[config.mk]
export PLATFORM = sky130hd
export DESIGN_NAME = uart_transceiver
export DESIGN_NICKNAME = d
export VERILOG_FILES = /design/src/rtl/uart_pkg.sv /design/src/rtl/uart_baud_tick.sv /design/src/rtl/uart_transceiver.sv
export SDC_FILE = /design/constraint.sdc
export NUM_CORES = 1
export LEC_CHECK = 0
export CAP_MARGIN = 40
export CORE_MARGIN = 1
export CORE_UTILIZATION = 45
export DETAILED_ROUTE_END_ITERATION = 10
export PLACE_DENSITY = 0.72
export SYNTH_ARGS = -nofsm -noshare
export SYNTH_HDL_FRONTEND = slang
export SYNTH_HIERARCHICAL = 1
export SYNTH_SLANG_ARGS = --single-unit
[constraint.sdc]
create_clock -name clk_50m -period 4 [get_ports clk_50m]
set_input_delay 1 -clock clk_50m [delete_from_list [all_inputs] [get_ports clk_50m]]
set_output_delay 1 -clock clk_50m [all_outputs]
set_load 0.05 [all_outputs]
[src/rtl/uart_pkg.sv]
// Shared definitions for the 8N1 UART: default rates, divisor helpers and the
// frame state type used by both the transmit and receive state machines.
package uart_pkg;

    localparam int DEF_CLK_HZ     = 50_000_000;
    localparam int DEF_BAUD       = 115_200;
    localparam int DEF_OVERSAMPLE = 16;

    // Clock cycles per transmitted bit (integer division, truncating).
    function automatic int tx_div(input int clk_hz, input int baud);
        return clk_hz / baud;
    endfunction

    // Clock cycles per receive oversample tick (integer division, truncating).
    function automatic int rx_div(input int clk_hz, input int baud, input int oversample);
        return clk_hz / (baud * oversample);
    endfunction

    localparam int TX_DIV = tx_div(DEF_CLK_HZ, DEF_BAUD);                  // 434
    localparam int RX_DIV = rx_div(DEF_CLK_HZ, DEF_BAUD, DEF_OVERSAMPLE);  // 27

    typedef enum logic [1:0] {
        ST_IDLE,
        ST_START,
        ST_DATA,
        ST_STOP
    } uart_state_e;

endpackage

[src/rtl/uart_baud_tick.sv]
// Programmable divider producing a single-cycle tick once every DIV enabled
// cycles. A synchronous reset restarts the period from zero.
module uart_baud_tick #(
    parameter int DIV = 434
) (
    input  logic clk_i,
    input  logic reset_i,
    input  logic en_i,
    output logic tick_o
);

    localparam int             CW   = (DIV > 1) ? $clog2(DIV) : 1;
    localparam logic [CW-1:0]  LAST = CW'(DIV - 1);

    logic [CW-1:0] cnt_q, cnt_d;

    assign tick_o = en_i && (cnt_q == LAST);

    // Next count: wrap on the last cycle of the period, hold while disabled.
    always_comb begin
        // NOTE: every combinational output gets a default first so no path
        // leaves it unassigned, which would otherwise infer a latch.
        cnt_d = cnt_q;
        if (en_i) begin
            cnt_d = (cnt_q == LAST) ? '0 : cnt_q + CW'(1);
        end
    end

    // Period counter register.
    always_ff @(posedge clk_i) begin
        // NOTE: state registers use non-blocking assignments so every flop
        // samples pre-edge values regardless of process ordering.
        if (reset_i) begin
            cnt_q <= '0;
        end else begin
            cnt_q <= cnt_d;
        end
    end

endmodule

[src/rtl/uart_transceiver.sv]
// Full-duplex 8N1 UART. The transmitter serialises one byte per accepted
// write strobe; the receiver oversamples the synchronised line, assembles a
// byte and presents it with a sticky ready flag until the consumer clears it.
module uart_transceiver
    import uart_pkg::*;
#(
    parameter int CLK_HZ     = DEF_CLK_HZ,
    parameter int BAUD       = DEF_BAUD,
    parameter int OVERSAMPLE = DEF_OVERSAMPLE
) (
    input  logic       clk_50m,
    input  logic       reset,
    input  logic [7:0] din,
    input  logic       wr_en,
    output logic       tx,
    output logic       tx_busy,
    input  logic       rx,
    output logic       rdy,
    input  logic       rdy_clr,
    output logic [7:0] dout
);

    localparam int TX_CYCLES = tx_div(CLK_HZ, BAUD);
    localparam int RX_CYCLES = rx_div(CLK_HZ, BAUD, OVERSAMPLE);
    localparam int SW        = $clog2(OVERSAMPLE);
    localparam logic [SW-1:0] SMP_MID  = SW'(OVERSAMPLE / 2 - 1);
    localparam logic [SW-1:0] SMP_LAST = SW'(OVERSAMPLE - 1);

    // ------------------------------------------------------------------
    // Transmit path
    // ------------------------------------------------------------------
    uart_state_e tx_state_q, tx_state_d;
    logic [7:0]  tx_shift_q, tx_shift_d;
    logic [2:0]  tx_bit_q,   tx_bit_d;
    logic        tx_q,       tx_d;
    logic        tx_accept;
    logic        tx_tick;

    // A strobe is only taken while idle; the bit timer restarts with it.
    assign tx_accept = wr_en && (tx_state_q == ST_IDLE);

    uart_baud_tick #(.DIV(TX_CYCLES)) u_tx_tick (
        .clk_i   (clk_50m),
        .reset_i (reset || tx_accept),
        .en_i    (tx_state_q != ST_IDLE),
        .tick_o  (tx_tick)
    );

    // TX next state: start bit, eight data bits LSB first, stop bit.
    always_comb begin
        tx_state_d = tx_state_q;
        tx_shift_d = tx_shift_q;
        tx_bit_d   = tx_bit_q;
        tx_d       = tx_q;
        unique case (tx_state_q)
            ST_IDLE: begin
                if (wr_en) begin
                    tx_state_d = ST_START;
                    tx_shift_d = din;
                    tx_bit_d   = '0;
                    tx_d       = 1'b0;
                end
            end
            ST_START: begin
                if (tx_tick) begin
                    tx_state_d = ST_DATA;
                    tx_d       = tx_shift_q[0];
                end
            end
            ST_DATA: begin
                if (tx_tick) begin
                    if (tx_bit_q == 3'd7) begin
                        tx_state_d = ST_STOP;
                        tx_d       = 1'b1;
                    end else begin
                        tx_bit_d   = tx_bit_q + 3'd1;
                        tx_shift_d = {1'b0, tx_shift_q[7:1]};
                        tx_d       = tx_shift_q[1];
                    end
                end
            end
            ST_STOP: begin
                if (tx_tick) begin
                    tx_state_d = ST_IDLE;
                    tx_d       = 1'b1;
                end
            end
            default: begin
                tx_state_d = ST_IDLE;
                tx_d       = 1'b1;
            end
        endcase
    end

    // TX state register; the serial pin is registered to stay glitch-free.
    always_ff @(posedge clk_50m) begin
        if (reset) begin
            tx_state_q <= ST_IDLE;
            tx_shift_q <= '0;
            tx_bit_q   <= '0;
            tx_q       <= 1'b1;
        end else begin
            tx_state_q <= tx_state_d;
            tx_shift_q <= tx_shift_d;
            tx_bit_q   <= tx_bit_d;
            tx_q       <= tx_d;
        end
    end

    assign tx      = tx_q;
    assign tx_busy = (tx_state_q != ST_IDLE);

    // ------------------------------------------------------------------
    // Receive path
    // ------------------------------------------------------------------
    logic [1:0]    rx_sync_q;
    logic          rx_s;
    logic          rx_tick;
    uart_state_e   rx_state_q, rx_state_d;
    logic [SW-1:0] rx_cnt_q,   rx_cnt_d;
    logic [2:0]    rx_bit_q,   rx_bit_d;
    logic [7:0]    rx_shift_q, rx_shift_d;
    logic          rdy_q,      rdy_d;
    logic [7:0]    dout_q,     dout_d;

    // Two-flop synchroniser for the asynchronous line, resetting to idle-high.
    always_ff @(posedge clk_50m) begin
        if (reset) begin
            rx_sync_q <= 2'b11;
        end else begin
            rx_sync_q <= {rx_sync_q[0], rx};
        end
    end

    assign rx_s = rx_sync_q[1];

    uart_baud_tick #(.DIV(RX_CYCLES)) u_rx_tick (
        .clk_i   (clk_50m),
        .reset_i (reset),
        .en_i    (1'b1),
        .tick_o  (rx_tick)
    );

    // RX next state: qualify the start bit at mid-bit, then sample each
    // following bit a full bit period later; a completed byte beats rdy_clr.
    always_comb begin
        rx_state_d = rx_state_q;
        rx_cnt_d   = rx_cnt_q;
        rx_bit_d   = rx_bit_q;
        rx_shift_d = rx_shift_q;
        rdy_d      = rdy_q;
        dout_d     = dout_q;
        if (rdy_clr) begin
            rdy_d = 1'b0;
        end
        if (rx_tick) begin
            unique case (rx_state_q)
                ST_IDLE: begin
                    if (!rx_s) begin
                        rx_state_d = ST_START;
                        rx_cnt_d   = '0;
                    end
                end
                ST_START: begin
                    if (rx_cnt_q == SMP_MID) begin
                        rx_cnt_d   = '0;
                        rx_bit_d   = '0;
                        rx_state_d = rx_s ? ST_IDLE : ST_DATA;
                    end else begin
                        rx_cnt_d = rx_cnt_q + SW'(1);
                    end
                end
                ST_DATA: begin
                    if (rx_cnt_q == SMP_LAST) begin
                        rx_cnt_d   = '0;
                        rx_shift_d = {rx_s, rx_shift_q[7:1]};
                        if (rx_bit_q == 3'd7) begin
                            rx_state_d = ST_STOP;
                        end else begin
                            rx_bit_d = rx_bit_q + 3'd1;
                        end
                    end else begin
                        rx_cnt_d = rx_cnt_q + SW'(1);
                    end
                end
                ST_STOP: begin
                    if (rx_cnt_q == SMP_LAST) begin
                        rx_cnt_d   = '0;
                        rx_state_d = ST_IDLE;
                        if (rx_s) begin
                            dout_d = rx_shift_q;
                            rdy_d  = 1'b1;
                        end
                    end else begin
                        rx_cnt_d = rx_cnt_q + SW'(1);
                    end
                end
                default: begin
                    rx_state_d = ST_IDLE;
                    rx_cnt_d   = '0;
                end
            endcase
        end
    end

    // RX state, sample counters and the held output byte.
    always_ff @(posedge clk_50m) begin
        if (reset) begin
            rx_state_q <= ST_IDLE;
            rx_cnt_q   <= '0;
            rx_bit_q   <= '0;
            rx_shift_q <= '0;
            rdy_q      <= 1'b0;
            dout_q     <= '0;
        end else begin
            rx_state_q <= rx_state_d;
            rx_cnt_q   <= rx_cnt_d;
            rx_bit_q   <= rx_bit_d;
            rx_shift_q <= rx_shift_d;
            rdy_q      <= rdy_d;
            dout_q     <= dout_d;
        end
    end

    assign rdy  = rdy_q;
    assign dout = dout_q;

endmodule

==> results.txt <==
gr usage total = 17.2%
total power = 1.45 mW
DR vias/cell = 5.45
RD Place Congestion = 0.847
met3 usage = 4.11%
CP Cell Sequence = inv_1, ha_1, inv_1, clkdlybuf4s50_1
cts repair resizes = 0
fin crit share = 80.4%
clock root cell = clkbuf_8
Clk Latency, worst-skew pair = 320 ps
net count after synthesis = 315
final setup fails = 0
H-tree depth = 2
syn_area_per_cell = 9.36 sq um
top achievable clock speed = 311 MHz
Final Hold Vio Count = 0
M1 GR Usage = 21.0%
met2 Resource Use GR = 28.8%
chip width = 79.5 um
cts hold-fix bufs = 0
synth warn = 6
Slowest cell on crit path = clkdlybuf4s50_1
gr ovfl total = 0
Rows = 27
fin crit period = 3220 ps
Hold Path Class = flip-flop to flip-flop
routed wire length = 4.94 mm
Main synth FF type = dfxtp_1
Mapped Cells = 289
design area = 3060 sq um
initial core utilization = 47.9%
IO Pins = 24
DRC = 0
CTS buffer count = 5
register area share after synthesis = 41.4%
WS Path Type = flip-flop to primary output
CP peak stage delay = 870 ps
clock skew = 9.77 ps
post-synthesis cell area = 2710 sq um
initial drt markers = 122
Die Ht = 79.5 um
fraction of layout cells with a size suffix above 1 = 7.49%
largest net degree at the start of global routing = 43
die area = 6330 sq um
Power per Cell Area = 474 nW/um^2
wire length per cell = 13.0 um
P_leak = 1.13 nW
via count = 2066
Area after DPL = 2960 sq um
number of flops mapped to enable cells by yosys = 0
Worst VDD drop = 0.283 mV
Crit Path Max Fanout = 10
unrepaired setup endpoints after global routing = no
Area Growth Syn to Fin = 13.1%
CP delay by family, top = buffers and inverters
Critical Path AT = 2220 ps
setup bufs post-CTS = 0
drt pass-1 iters = 4
Max Transition Viols Final = 0
dpl hpwl = 3.36 mm
Bufs and invs on worst path = 3
CTS tree = built
#FFs+latches synth = 56
nets = 332
most common cell type on the critical path = inv_1
kind of end point of the critical path = primary output
Buffers on Ports = 23
Post-synth ARST share = 0%
CTS sink count = 56
core area = 5640 sq um
buffer levels on the longest clock path = 2
Max-Cap Viols = 0
setup_tns = 0 ps
relative slew slack = 48.2%
filler cell count = 520
status = complete, no violations
CTS clk-pin slew, worst paths = 110 ps
CP required = 3000 ps
synth unique cells = 55
worst-margin pin slew = 775 ps
first-pass GRT wire length = 8.65 mm
vias in the first global route = 1972
Post-DRT Antenna Nets = 0
Antenna Diode Count = 0
startpoint class of the critical path = flip-flop
busiest grt layer = met2
initial antenna violation count = 0
## layer usage
| layer | vias up | wire (um) |
|---|---|---|
| met5 | - | 0 |
| met4 | 0 | 84 |
| met3 | 10 | 255 |
| met2 | 48 | 2250 |
| met1 | 953 | 2350 |
| li1 | 1055 | - |
## logic make-up after synthesis
| logic type | after synthesis | synth area share, % |
|---|---|---|
| multiplexers | 31 | 11.5 |
| XOR/XNOR | 7 | 2.27 |
| other | 1 | 0.139 |
| adder cells (fa/ha/maj) | 13 | 6.01 |
| buffers and inverters | 27 | 4.53 |
| flip-flops | 56 | 41.4 |
| AND/OR/NAND/NOR | 108 | 21.2 |
| AO/OA/AOI/OAI | 46 | 12.9 |
## power by group
group          switching, mW  internal, mW  total [mW]
registers             0.0451         0.616       0.661
clock network          0.196         0.129       0.325
logic                  0.277         0.188       0.465
## layout make-up
type / count / area [sq um] / share of cell area [%]
Multi-Input combinational cell: 206 / 1460 / 47.8
Sequential cell: 56 / 1120 / 36.6
Timing Repair Buffer: 25 / 245 / 8.02
Tap cell: 72 / 90.1 / 2.94
Clock buffer: 5 / 68.8 / 2.25
Inverter: 12 / 45.0 / 1.47
Clock inverter: 3 / 27.5 / 0.900
## registers in the layout, indices dropped and copies added, names as in the netlist, 2 cells and up, named ones only
name and cells:
rx_sync_q 2, rx_bit_q 3, rx_shift_q 8, tx_state_q 2, rx_cnt_q 4, u_rx_tick/cnt_q 5
tx_shift_q 8, u_tx_tick/cnt_q 9, tx_bit_q 3, dout 8
## Yosys cell counts (2+ instances only)
| cell type | count | area, sq um |
|---|---|---|
| a211oi_1 | 7 | 52.6 |
| a211oi_2 | 2 | 25.0 |
| a21oi_1 | 8 | 40.0 |
| a22oi_1 | 2 | 15.0 |
| a311oi_1 | 2 | 17.5 |
| a31oi_1 | 3 | 18.8 |
| a32oi_1 | 2 | 17.5 |
| and2_1 | 3 | 18.8 |
| and3_1 | 3 | 18.8 |
| buf_2 | 4 | 20.0 |
| buf_4 | 2 | 15.0 |
| clkbuf_1 | 7 | 26.3 |
| dfxtp_1 | 56 | 1120 |
| ha_1 | 13 | 163 |
| inv_1 | 12 | 45.0 |
| mux2i_1 | 31 | 310 |
| nand2_1 | 10 | 37.5 |
| nand2b_1 | 11 | 68.8 |
| nand3_1 | 6 | 30.0 |
| nand3b_1 | 4 | 30.0 |
| nand4_1 | 5 | 31.3 |
| nor2_1 | 44 | 165 |
| nor2b_1 | 2 | 12.5 |
| nor3_1 | 3 | 15.0 |
| nor3b_1 | 2 | 15.0 |
| o21ai_0 | 4 | 20.0 |
| o221ai_1 | 2 | 17.5 |
| o22ai_1 | 2 | 12.5 |
| or2_2 | 5 | 31.3 |
| or4b_1 | 2 | 20.0 |
| xnor2_1 | 2 | 17.5 |
| xor2_1 | 5 | 43.8 |
## path summary, 6_finish.rpt
check,start,endpoint,slack [ps],cells past startpoint
hold / removal,rx_sync_q[0]$_SDFF_PP1_,rx_sync_q[1]$_SDFF_PP1_,430,1
hold reg to reg,rx_sync_q[0]$_SDFF_PP1_,rx_sync_q[1]$_SDFF_PP1_,430,1
setup reg to reg,tx_state_q[0]$_SDFFE_PP0P_,tx_bit_q[2]$_SDFFE_PP0P_,960,9
setup / recovery,tx_state_q[0]$_SDFFE_PP0P_,tx_busy,780,4
## stage by stage
stage	hold slack [ps]	util, %	setup WS, ps	cells
6_report	432	54.2	784	379
3_3_place_gp	392	52.5	1100	371
5_1_grt	463	54.2	637	379
3_5_place_dp	403	52.5	992	371
4_1_cts	432	54.2	772	379
2_1_floorplan	389	-	1160	289
## cell usage in the layout, fill, tap and decap left out, drive strengths merged, types with 2 or more instances in the layout
cell type,instances
o21ai,5
clkbuf,5
dfxtp,56
nand2b,11
nor3b,2
nor2,45
a211oi,10
and2,4
a31oi,3
nand4,5
a21oi,8
a311oi,2
nand3b,4
or2,5
a32oi,2
nor3,3
or4b,2
mux2i,31
clkdlybuf4s50,23
nand3,7
xnor2,2
and3,4
a22oi,2
inv,13
nor2b,2
nand2,10
xor2,5
o22ai,2
o221ai,2
ha,13
buf,2
Note: power is estimated with default switching activity, not from simulation.
